**src/rtl/slc3_mem_pkg.sv**
```systemverilog
// Shared types and constants for the SLC-3 BRAM arbiter.
package slc3_mem_pkg;
   typedef enum logic [1:0] {IDLE, ISSUE, WAIT, DONE} state_t;
   localparam int PORT_CPU     = 0;
   localparam int PORT_LDR     = 1;
   localparam int READ_LAT_DEF = 2;
endpackage

```
**src/rtl/slc3_mem_arbiter_if.sv**
```systemverilog
// Requester ports and BRAM-side signals of the arbiter.
interface slc3_mem_arbiter_if #(parameter int ADDR_W = 16, parameter int DATA_W = 16);
   logic              cpu_req, cpu_we, cpu_done;
   logic [ADDR_W-1:0] cpu_addr;
   logic [DATA_W-1:0] cpu_wdata, cpu_rdata;
   logic              ldr_req, ldr_we, ldr_done;
   logic [ADDR_W-1:0] ldr_addr;
   logic [DATA_W-1:0] ldr_wdata, ldr_rdata;
   logic [1:0]        grant;
   logic              busy;
   logic              bram_en, bram_we;
   logic [ADDR_W-1:0] bram_addr;
   logic [DATA_W-1:0] bram_din, bram_dout;

   modport slave (
      input  cpu_req, cpu_we, cpu_addr, cpu_wdata,
      input  ldr_req, ldr_we, ldr_addr, ldr_wdata, bram_dout,
      output cpu_rdata, cpu_done, ldr_rdata, ldr_done, grant, busy,
      output bram_en, bram_we, bram_addr, bram_din
   );
   modport master (
      output cpu_req, cpu_we, cpu_addr, cpu_wdata,
      output ldr_req, ldr_we, ldr_addr, ldr_wdata, bram_dout,
      input  cpu_rdata, cpu_done, ldr_rdata, ldr_done, grant, busy,
      input  bram_en, bram_we, bram_addr, bram_din
   );
endinterface

```
**src/rtl/slc3_mem_arbiter_rr_arb2.sv**
```systemverilog
// Two-request round-robin picker; on a tie the port that did not own the last transaction wins.
module rr_arb2 (
   input  logic       Clk,
   input  logic       Reset,
   input  logic [1:0] req,
   input  logic       upd,
   input  logic       upd_owner,
   output logic [1:0] gnt
);
   logic last_owner;

   always_ff @(posedge Clk) begin
      if (!Reset)   last_owner <= 1'b1;
      else if (upd) last_owner <= upd_owner;
   end

   always_comb begin
      gnt = req;
      if (req == 2'b11) gnt = last_owner ? 2'b01 : 2'b10;
   end
endmodule

```
**src/rtl/slc3_mem_arbiter.sv**
```systemverilog
// Serialises CPU and loader accesses onto one single-port BRAM, one access in flight.
module slc3_mem_arbiter
   import slc3_mem_pkg::*;
#(
   parameter int ADDR_W   = 16,
   parameter int DATA_W   = 16,
   parameter int READ_LAT = READ_LAT_DEF
) (
   input  logic Clk,
   input  logic Reset,
   slc3_mem_arbiter_if.slave bus
);
   localparam int CNT_W = (READ_LAT > 1) ? $clog2(READ_LAT) : 1;

   state_t            state, nxt;
   logic [1:0]        req, pick, grant_q;
   logic              owner, lat_we;
   logic [ADDR_W-1:0] lat_addr;
   logic [DATA_W-1:0] lat_wdata, cpu_rdata_q, ldr_rdata_q;
   logic [CNT_W-1:0]  cnt;

   assign req = {bus.ldr_req, bus.cpu_req};

   rr_arb2 u_arb (
      .Clk       (Clk),
      .Reset     (Reset),
      .req       (req),
      .upd       (state == DONE),
      .upd_owner (owner),
      .gnt       (pick)
   );

   always_comb begin
      nxt = state;
      case (state)
         IDLE:    if (|req) nxt = ISSUE;
         ISSUE:   nxt = lat_we ? DONE : WAIT;
         WAIT:    if (cnt == '0) nxt = DONE;
         DONE:    nxt = IDLE;
         default: nxt = IDLE;
      endcase
   end

   always_ff @(posedge Clk) begin
      if (!Reset) begin
         state       <= IDLE;
         grant_q     <= 2'b00;
         owner       <= 1'b0;
         lat_we      <= 1'b0;
         lat_addr    <= '0;
         lat_wdata   <= '0;
         cnt         <= '0;
         cpu_rdata_q <= '0;
         ldr_rdata_q <= '0;
      end else begin
         state <= nxt;
         case (state)
            IDLE: if (|req) begin
               grant_q   <= pick;
               owner     <= pick[PORT_LDR];
               lat_we    <= pick[PORT_LDR] ? bus.ldr_we    : bus.cpu_we;
               lat_addr  <= pick[PORT_LDR] ? bus.ldr_addr  : bus.cpu_addr;
               lat_wdata <= pick[PORT_LDR] ? bus.ldr_wdata : bus.cpu_wdata;
            end
            ISSUE: cnt <= CNT_W'(READ_LAT - 1);
            WAIT: begin
               if (cnt == '0) begin
                  if (owner) ldr_rdata_q <= bus.bram_dout;
                  else       cpu_rdata_q <= bus.bram_dout;
               end else begin
                  cnt <= cnt - 1'b1;
               end
            end
            DONE:    grant_q <= 2'b00;
            default: ;
         endcase
      end
   end

   // Address/data come straight from the latches, so they only move on entry to ISSUE.
   assign bus.bram_en   = (state == ISSUE) || (state == WAIT);
   assign bus.bram_we   = (state == ISSUE) && lat_we;
   assign bus.bram_addr = lat_addr;
   assign bus.bram_din  = lat_wdata;
   assign bus.cpu_done  = (state == DONE) && grant_q[PORT_CPU];
   assign bus.ldr_done  = (state == DONE) && grant_q[PORT_LDR];
   assign bus.cpu_rdata = cpu_rdata_q;
   assign bus.ldr_rdata = ldr_rdata_q;
   assign bus.grant     = grant_q;
   assign bus.busy      = (state != IDLE);
endmodule
```
**src/flat_wrapper.sv**
```systemverilog
// flat-port wrapper written by rule: the top's interface ports become plain ports
module slc3_mem_arbiter_flat import slc3_mem_pkg::*;
#(
   parameter int ADDR_W   = 16,
   parameter int DATA_W   = 16,
   parameter int READ_LAT = READ_LAT_DEF
)
  (Clk, Reset, bus_cpu_req, bus_cpu_we, bus_cpu_addr, bus_cpu_wdata, bus_ldr_req, bus_ldr_we, bus_ldr_addr, bus_ldr_wdata, bus_bram_dout, bus_cpu_rdata, bus_cpu_done, bus_ldr_rdata, bus_ldr_done, bus_grant, bus_busy, bus_bram_en, bus_bram_we, bus_bram_addr, bus_bram_din);
  slc3_mem_arbiter_if #(.ADDR_W(ADDR_W), .DATA_W(DATA_W)) bus_i ();
  input  logic Clk;
  input  logic Reset;
  input wire logic [$bits(bus_i.cpu_req)-1:0] bus_cpu_req;
  input wire logic [$bits(bus_i.cpu_we)-1:0] bus_cpu_we;
  input wire logic [$bits(bus_i.cpu_addr)-1:0] bus_cpu_addr;
  input wire logic [$bits(bus_i.cpu_wdata)-1:0] bus_cpu_wdata;
  input wire logic [$bits(bus_i.ldr_req)-1:0] bus_ldr_req;
  input wire logic [$bits(bus_i.ldr_we)-1:0] bus_ldr_we;
  input wire logic [$bits(bus_i.ldr_addr)-1:0] bus_ldr_addr;
  input wire logic [$bits(bus_i.ldr_wdata)-1:0] bus_ldr_wdata;
  input wire logic [$bits(bus_i.bram_dout)-1:0] bus_bram_dout;
  output wire logic [$bits(bus_i.cpu_rdata)-1:0] bus_cpu_rdata;
  output wire logic [$bits(bus_i.cpu_done)-1:0] bus_cpu_done;
  output wire logic [$bits(bus_i.ldr_rdata)-1:0] bus_ldr_rdata;
  output wire logic [$bits(bus_i.ldr_done)-1:0] bus_ldr_done;
  output wire logic [$bits(bus_i.grant)-1:0] bus_grant;
  output wire logic [$bits(bus_i.busy)-1:0] bus_busy;
  output wire logic [$bits(bus_i.bram_en)-1:0] bus_bram_en;
  output wire logic [$bits(bus_i.bram_we)-1:0] bus_bram_we;
  output wire logic [$bits(bus_i.bram_addr)-1:0] bus_bram_addr;
  output wire logic [$bits(bus_i.bram_din)-1:0] bus_bram_din;
  assign bus_i.cpu_req = bus_cpu_req;
  assign bus_i.cpu_we = bus_cpu_we;
  assign bus_i.cpu_addr = bus_cpu_addr;
  assign bus_i.cpu_wdata = bus_cpu_wdata;
  assign bus_i.ldr_req = bus_ldr_req;
  assign bus_i.ldr_we = bus_ldr_we;
  assign bus_i.ldr_addr = bus_ldr_addr;
  assign bus_i.ldr_wdata = bus_ldr_wdata;
  assign bus_i.bram_dout = bus_bram_dout;
  assign bus_cpu_rdata = bus_i.cpu_rdata;
  assign bus_cpu_done = bus_i.cpu_done;
  assign bus_ldr_rdata = bus_i.ldr_rdata;
  assign bus_ldr_done = bus_i.ldr_done;
  assign bus_grant = bus_i.grant;
  assign bus_busy = bus_i.busy;
  assign bus_bram_en = bus_i.bram_en;
  assign bus_bram_we = bus_i.bram_we;
  assign bus_bram_addr = bus_i.bram_addr;
  assign bus_bram_din = bus_i.bram_din;
  slc3_mem_arbiter #(.ADDR_W(ADDR_W), .DATA_W(DATA_W), .READ_LAT(READ_LAT)) u_core (.Clk(Clk), .Reset(Reset), .bus(bus_i));
endmodule
```
**config.mk**
```make
export PLATFORM = sky130hd
export DESIGN_NAME = slc3_mem_arbiter_flat
export DESIGN_NICKNAME = d
export VERILOG_FILES = /design/src/rtl/slc3_mem_pkg.sv /design/src/rtl/slc3_mem_arbiter_if.sv /design/src/rtl/slc3_mem_arbiter_rr_arb2.sv /design/src/rtl/slc3_mem_arbiter.sv /design/src/flat_wrapper.sv
export SDC_FILE = /design/constraint.sdc
export NUM_CORES = 1
export LEC_CHECK = 0
export ABC_AREA = 1
export CAP_MARGIN = 0
export CORE_ASPECT_RATIO = 1.2
export CORE_UTILIZATION = 55
export DETAILED_ROUTE_END_ITERATION = 10
export DONT_BUFFER_PORTS = 1
export HOLD_SLACK_MARGIN = 0.12
export PLACE_DENSITY = 0.78
export RECOVER_POWER = 50
export SLEW_MARGIN = 20
export SYNTH_ARGS = -nofsm -noshare
export SYNTH_HDL_FRONTEND = slang
export SYNTH_SLANG_ARGS = --single-unit
```
**constraint.sdc**
```tcl
create_clock -name Clk -period 1.77 [get_ports Clk]
set_input_delay 0.2655 -clock Clk [delete_from_list [all_inputs] [get_ports Clk]]
set_output_delay 0.2655 -clock Clk [all_outputs]
set_load 0.03 [all_outputs]
```
* Yosys cells after proc, flatten, opt, wreduce, memory -nomap -nowiden *
Cells that the tools add are included.

storage, ports and cells
  bits in registers = 72
  bits in latches = 0
  memory bits (writable) = 0
  memory bits (read-only) = 0
  word-level logic and storage cells = 46
  memories = 0

cells by class
  add/subtract/negate cells = 1
  multipliers = 0
  div/mod/pow operators = 0
  $lt $le $gt $ge = 0
  equal/unequal tests = 6
  shifts and indexed selects = 0
  muxes and demuxes = 13
  bitwise logic cells = 2
  reductions and logical operators = 14

operator list
  operator                                       count
  2-to-1 mux 16 bit                              2
  2-to-1 mux 2 bit                               5
  case mux 2 bit (4 select lines)                1
  == test 2 bit, second input constant           3
  AND reduction 2 bit                            3
  AND reduction 3 bit                            2
  nonzero test 2 bit                             3
  case mux 2 bit (2 select lines)                1
  logical AND 1 bit                              3
  2-to-1 mux 1 bit                               3
  == test 2 x 1 -> 1 bit, second input constant  1
  logical NOT 2 bit                              1
  != test 2 x 1 -> 1 bit, second input constant  1
  != test 2 bit, second input constant           1
  NOT 1 bit                                      2
  case mux 1 bit (2 select lines)                1
  OR reduction 2 bit                             1
  logical OR 1 bit                               1
  subtractor 1 bit, second input constant        1

* Longest topological paths before layout *
  word-level depth = 4
  depth in mapped cells = 8
  mapped depth without buffers = 7

* By module *
From an unflattened synthesis, not the netlist that was laid out.

unflattened totals
  cells, all modules = 449
  area total of the unflattened synthesis = 3138.0 um2

by module, submodules not included
  module            instances  cells an instance  area an instance (um2)
  slc3_mem_arbiter  1          441                3083.0
  rr_arb2           1          8                  55.1

* Worst setup path before layout *
No wires, ideal clock.

  kind = reg-to-reg
  start point = register u_core.state[0]
  end point = register u_core.cpu_rdata_q[10], in the netlist u_core.bus.cpu_rdata[10]
  library setup time = 0.114 ns
  data arrival time = 1.283 ns
  slack = 0.374 ns
  stages on the path, launching flop included = 9
  buffers on the path = 1
  clock period less this slack = 1.396 ns
  cell sequence = dfxtp_1 > inv_1 > ha_1 > inv_2 > nor3_4 > inv_2 > buf_2 > nor2_1 > nor2_1

on the way
  longest elaborated chain between the ends = 2

ends and longest elaborated chain
  what                                  line                    text
  start: declaration                    slc3_mem_arbiter.sv:15  state_t state, nxt;
  start signal: assignment              slc3_mem_arbiter.sv:56  state <= nxt;
  == test 2 bit                         slc3_mem_arbiter.sv:57  case (state)
  AND reduction 3 bit (no source line)  -
  end signal: assignment                slc3_mem_arbiter.sv:69  else cpu_rdata_q <= bus.bram_dout;
  end: declaration                      slc3_mem_arbiter.sv:19  logic [DATA_W-1:0] lat_wdata, cpu_rdata_q, ldr_rdata_q;

Every way passes these cells.
A chain may end at the register's enable or synchronous reset.

* Worst setup path in the final report *
  start point = register u_core.state[0]
  end point = output bus_busy

on the way
  longest elaborated chain between the ends = 1

ends and longest elaborated chain
  what                line                    text
  nonzero test 2 bit  slc3_mem_arbiter.sv:90  assign bus.busy = (state != IDLE);
  end: declaration    flat_wrapper.sv:26      output wire logic [$bits(bus_i.busy)-1:0] bus_busy;

Every way passes these cells.

==> results.cfg <==
[route]
drtIter0Drc = 90
num_vias = 2904
wl_um = 7740
drt_drc_violations_left = 0
wl_per_cell_um = 13.5
ant_nets = 0
drt_first_pass_iters = 4
via_per_inst = 5.08

[clocking]
cts_max_path_buffers = 2
worstSkewPairLatency_ps = 350
cts_tree = done
cts_buffers = 9
cts-root-buf = clkbuf_8
h-tree-depth = 3
cts.clk_slew.worst_paths_ps = 80
cts.sinks = 72

[sta]
hold-worst-slack_ps = 149
final.setup_skew_ps = 11.7
final_hold_viol_count = 0
max_freq_mhz = 591
setup_viol = 0
worst_slew_margin_rel = 0.679
rsz0062_at_grt = no
drv_slew = 0
post-route-min-period_ps = 1690
finalSetupTns_ps = 0
worstMarginPinSlew_ps = 482
finalCritPeriodShare = 0.955

[synth]
synth-compound-area-share = 0.114
netlist_top_cells_area = dfxtp_1, nor2_1, nand2_1, o21ai_0, inv_1
synth-simple-area-share = 0.328
syn_avg_cell_area_um2 = 6.91
synth_area_leader_cell = dfxtp_1
syn_nets = 567
synth_mux_area_frac = 0
ys_types = 20
synth_top_area_frac = 0.438
synthesis.area_um2 = 3290
synth-xor-area-share = 0
yosysSeqAreaShare = 0.438
yosysWarnings = 0
ys_seq_elements = 72
synth_top_family_by_area = simple AND/OR/NAND/NOR gates
syn_inst = 476
synth_fa_ha_area_frac = 0.0190

[power_and_ir_drop]
p_leak_nw = 1.75
ir_drop_uv = 793
power_density_nw_per_um2 = 1730
finalPower_w = 0.00643

[grt]
grt_start_max_net_pins = 65
grt.total_usage = 0.244
first_global_vias = 2780
grt_pass1_wl_um = 12000
antenna_found_initial = 0
grt_remaining_overflow = 0

[finish]
layout.nets = 578
fillCellCount = 505
antennaDiodeCount = 0
drive_above_1_share = 0.108
stdcell_count = 572
fin_util = 0.651
area_delta_synth_final_pct = 12.9

[floorplanning]
die_x_um = 72.6
core_area_um2 = 5710
die_h_um = 86.7
die_area_um2 = 6300
initial_utilization = 0.577
io_pins = 157
rows = 30

[setup_path]
worst-path-max-fanout = 5
path_cells = inv_1 -> ha_1 -> inv_1 -> buf_4
arrival_ps = 1430
crit_path_top_delay_cell = dfxtp_1
cp-start-kind = flop
cpMostUsedCell = inv_1
crit_path_end_kind = output pin
path_class = flop to output pin
cp.required_ps = 1500
critPathMaxStageDelay_ps = 400

[placement]
dp_cells = 538
gp_congestion = 0.758
port_buffers = 0
hpwl_um = 5060

[outcome]
outcome = finished clean

[min_path]
min_path_type = input pin to flop

[job]
drv_cap = 0
-- worst max-delay path: cells and delay by family (launching register included) --
| family | cells | cell delay [ps] |
|---|---|---|
| adder cells (fa/ha/maj) | 1 | 270 |
| flip-flops | 1 | 400 |
| buffers and inverters | 3 | 410 |
-- repair_timing --
| item | in CTS | in global routing |
|---|---|---|
| resized for setup | 0 | 1 |
| buffers inserted | 1 | 0 |
| hold endpoints to repair | 65 | 0 |
| hold buffers | 17 | 0 |
| pin swaps | 1 | 0 |
| setup endpoints to repair | 16 | 16 |
-- report_power, final --
part / internal (W) / switching (W)
Clock: 0.000808 / 0.000659
Combinational: 0.000594 / 0.00119
Sequential: 0.00208 / 0.00110
Total: 0.00348 / 0.00295
-- per-layer routing --
layer	global-route usage	wire length (um)	vias to the layer above
met2	0.438	3770	124
met1	0.245	3100	1264
met3	0.0837	645	20
met4	0.132	227	0
met5	0	0	-
li1	-	-	1496
-- final timing paths --
path                                             start                                    end  slack [ps]  cells past startpoint
setup reg to reg          u_core.state[0]$_SDFFE_PN0P_  u_core.bus.ldr_rdata[15]$_SDFFE_PN0P_         120                      7
hold / removal                         bus_cpu_addr[7]   u_core.bus.bram_addr[7]$_SDFFE_PN0P_         150                      4
hold reg to reg   u_core.u_arb.last_owner$_SDFFE_PN1P_   u_core.u_arb.last_owner$_SDFFE_PN1P_         490                      2
setup / recovery          u_core.state[0]$_SDFFE_PN0P_                               bus_busy          80                      4
-- metrics by stage --
step / setup WS, ps / instance area (um^2)
global route: 3.88 / 3710
CTS: 54.5 / 3720
floorplan: 374 / 3290
global placement: -6.67 / 3300
finish: 79.3 / 3710
detailed placement: -89.8 / 3300
-- registers in the layout, summed over array words and instances (netlist names) --
register	count
u_core.bus.bram_addr	16
u_core.bus.bram_din	16
u_core.bus.cpu_rdata	16
u_core.bus.ldr_rdata	16
u_core.bus.grant	2
u_core.state	2
u_core.cnt	1
u_core.lat_we	1
u_core.owner	1
u_core.u_arb.last_owner	1
-- cell type report --
| type | instances | area (um^2) | area share |
|---|---|---|---|
| clock buffer | 9 | 124 | 0.0334 |
| clock inverter | 7 | 101 | 0.0273 |
| sequential | 72 | 1440 | 0.388 |
| inverter | 42 | 158 | 0.0425 |
| timing repair buffer | 26 | 265 | 0.0714 |
| tap | 80 | 100 | 0.0270 |
| multi-input combinational | 336 | 1520 | 0.410 |
-- cells in the mapped netlist (all sizes together) --
cell type	count
dfxtp	72
nor3	1
clkbuf	7
nand3	24
buf	19
ha	5
nand3b	1
inv	42
o21ai	49
a21oi	24
nand2	104
nor2	128
-- logic make-up (layout without fill, tap and decap cells) --
| kind of cell | count (synthesis) | count (layout) |
|---|---|---|
| simple gates | 258 | 258 |
| compound gates | 73 | 73 |
| flops | 72 | 72 |
| buf+inv | 68 | 84 |
| fa+ha+maj | 5 | 5 |
-- cell usage in the layout (no fill, tap or decap) --
cell	n
nor3_4	1
buf_12	3
nor2_1	127
dlygate4sd3_1	16
nand3b_1	1
a21oi_1	24
inv_6	3
nand2_2	22
clkinvlp_4	2
inv_1	39
inv_2	3
o21ai_1	14
nand2_1	81
clkbuf_1	2
o21ai_0	34
nand3_1	24
ha_1	5
clkbuf_8	9
buf_4	5
bufinv_16	2
nand2_4	1
dfxtp_1	72
o21ai_4	1
nor2_4	1
Power figures use the tool's default switching activity.
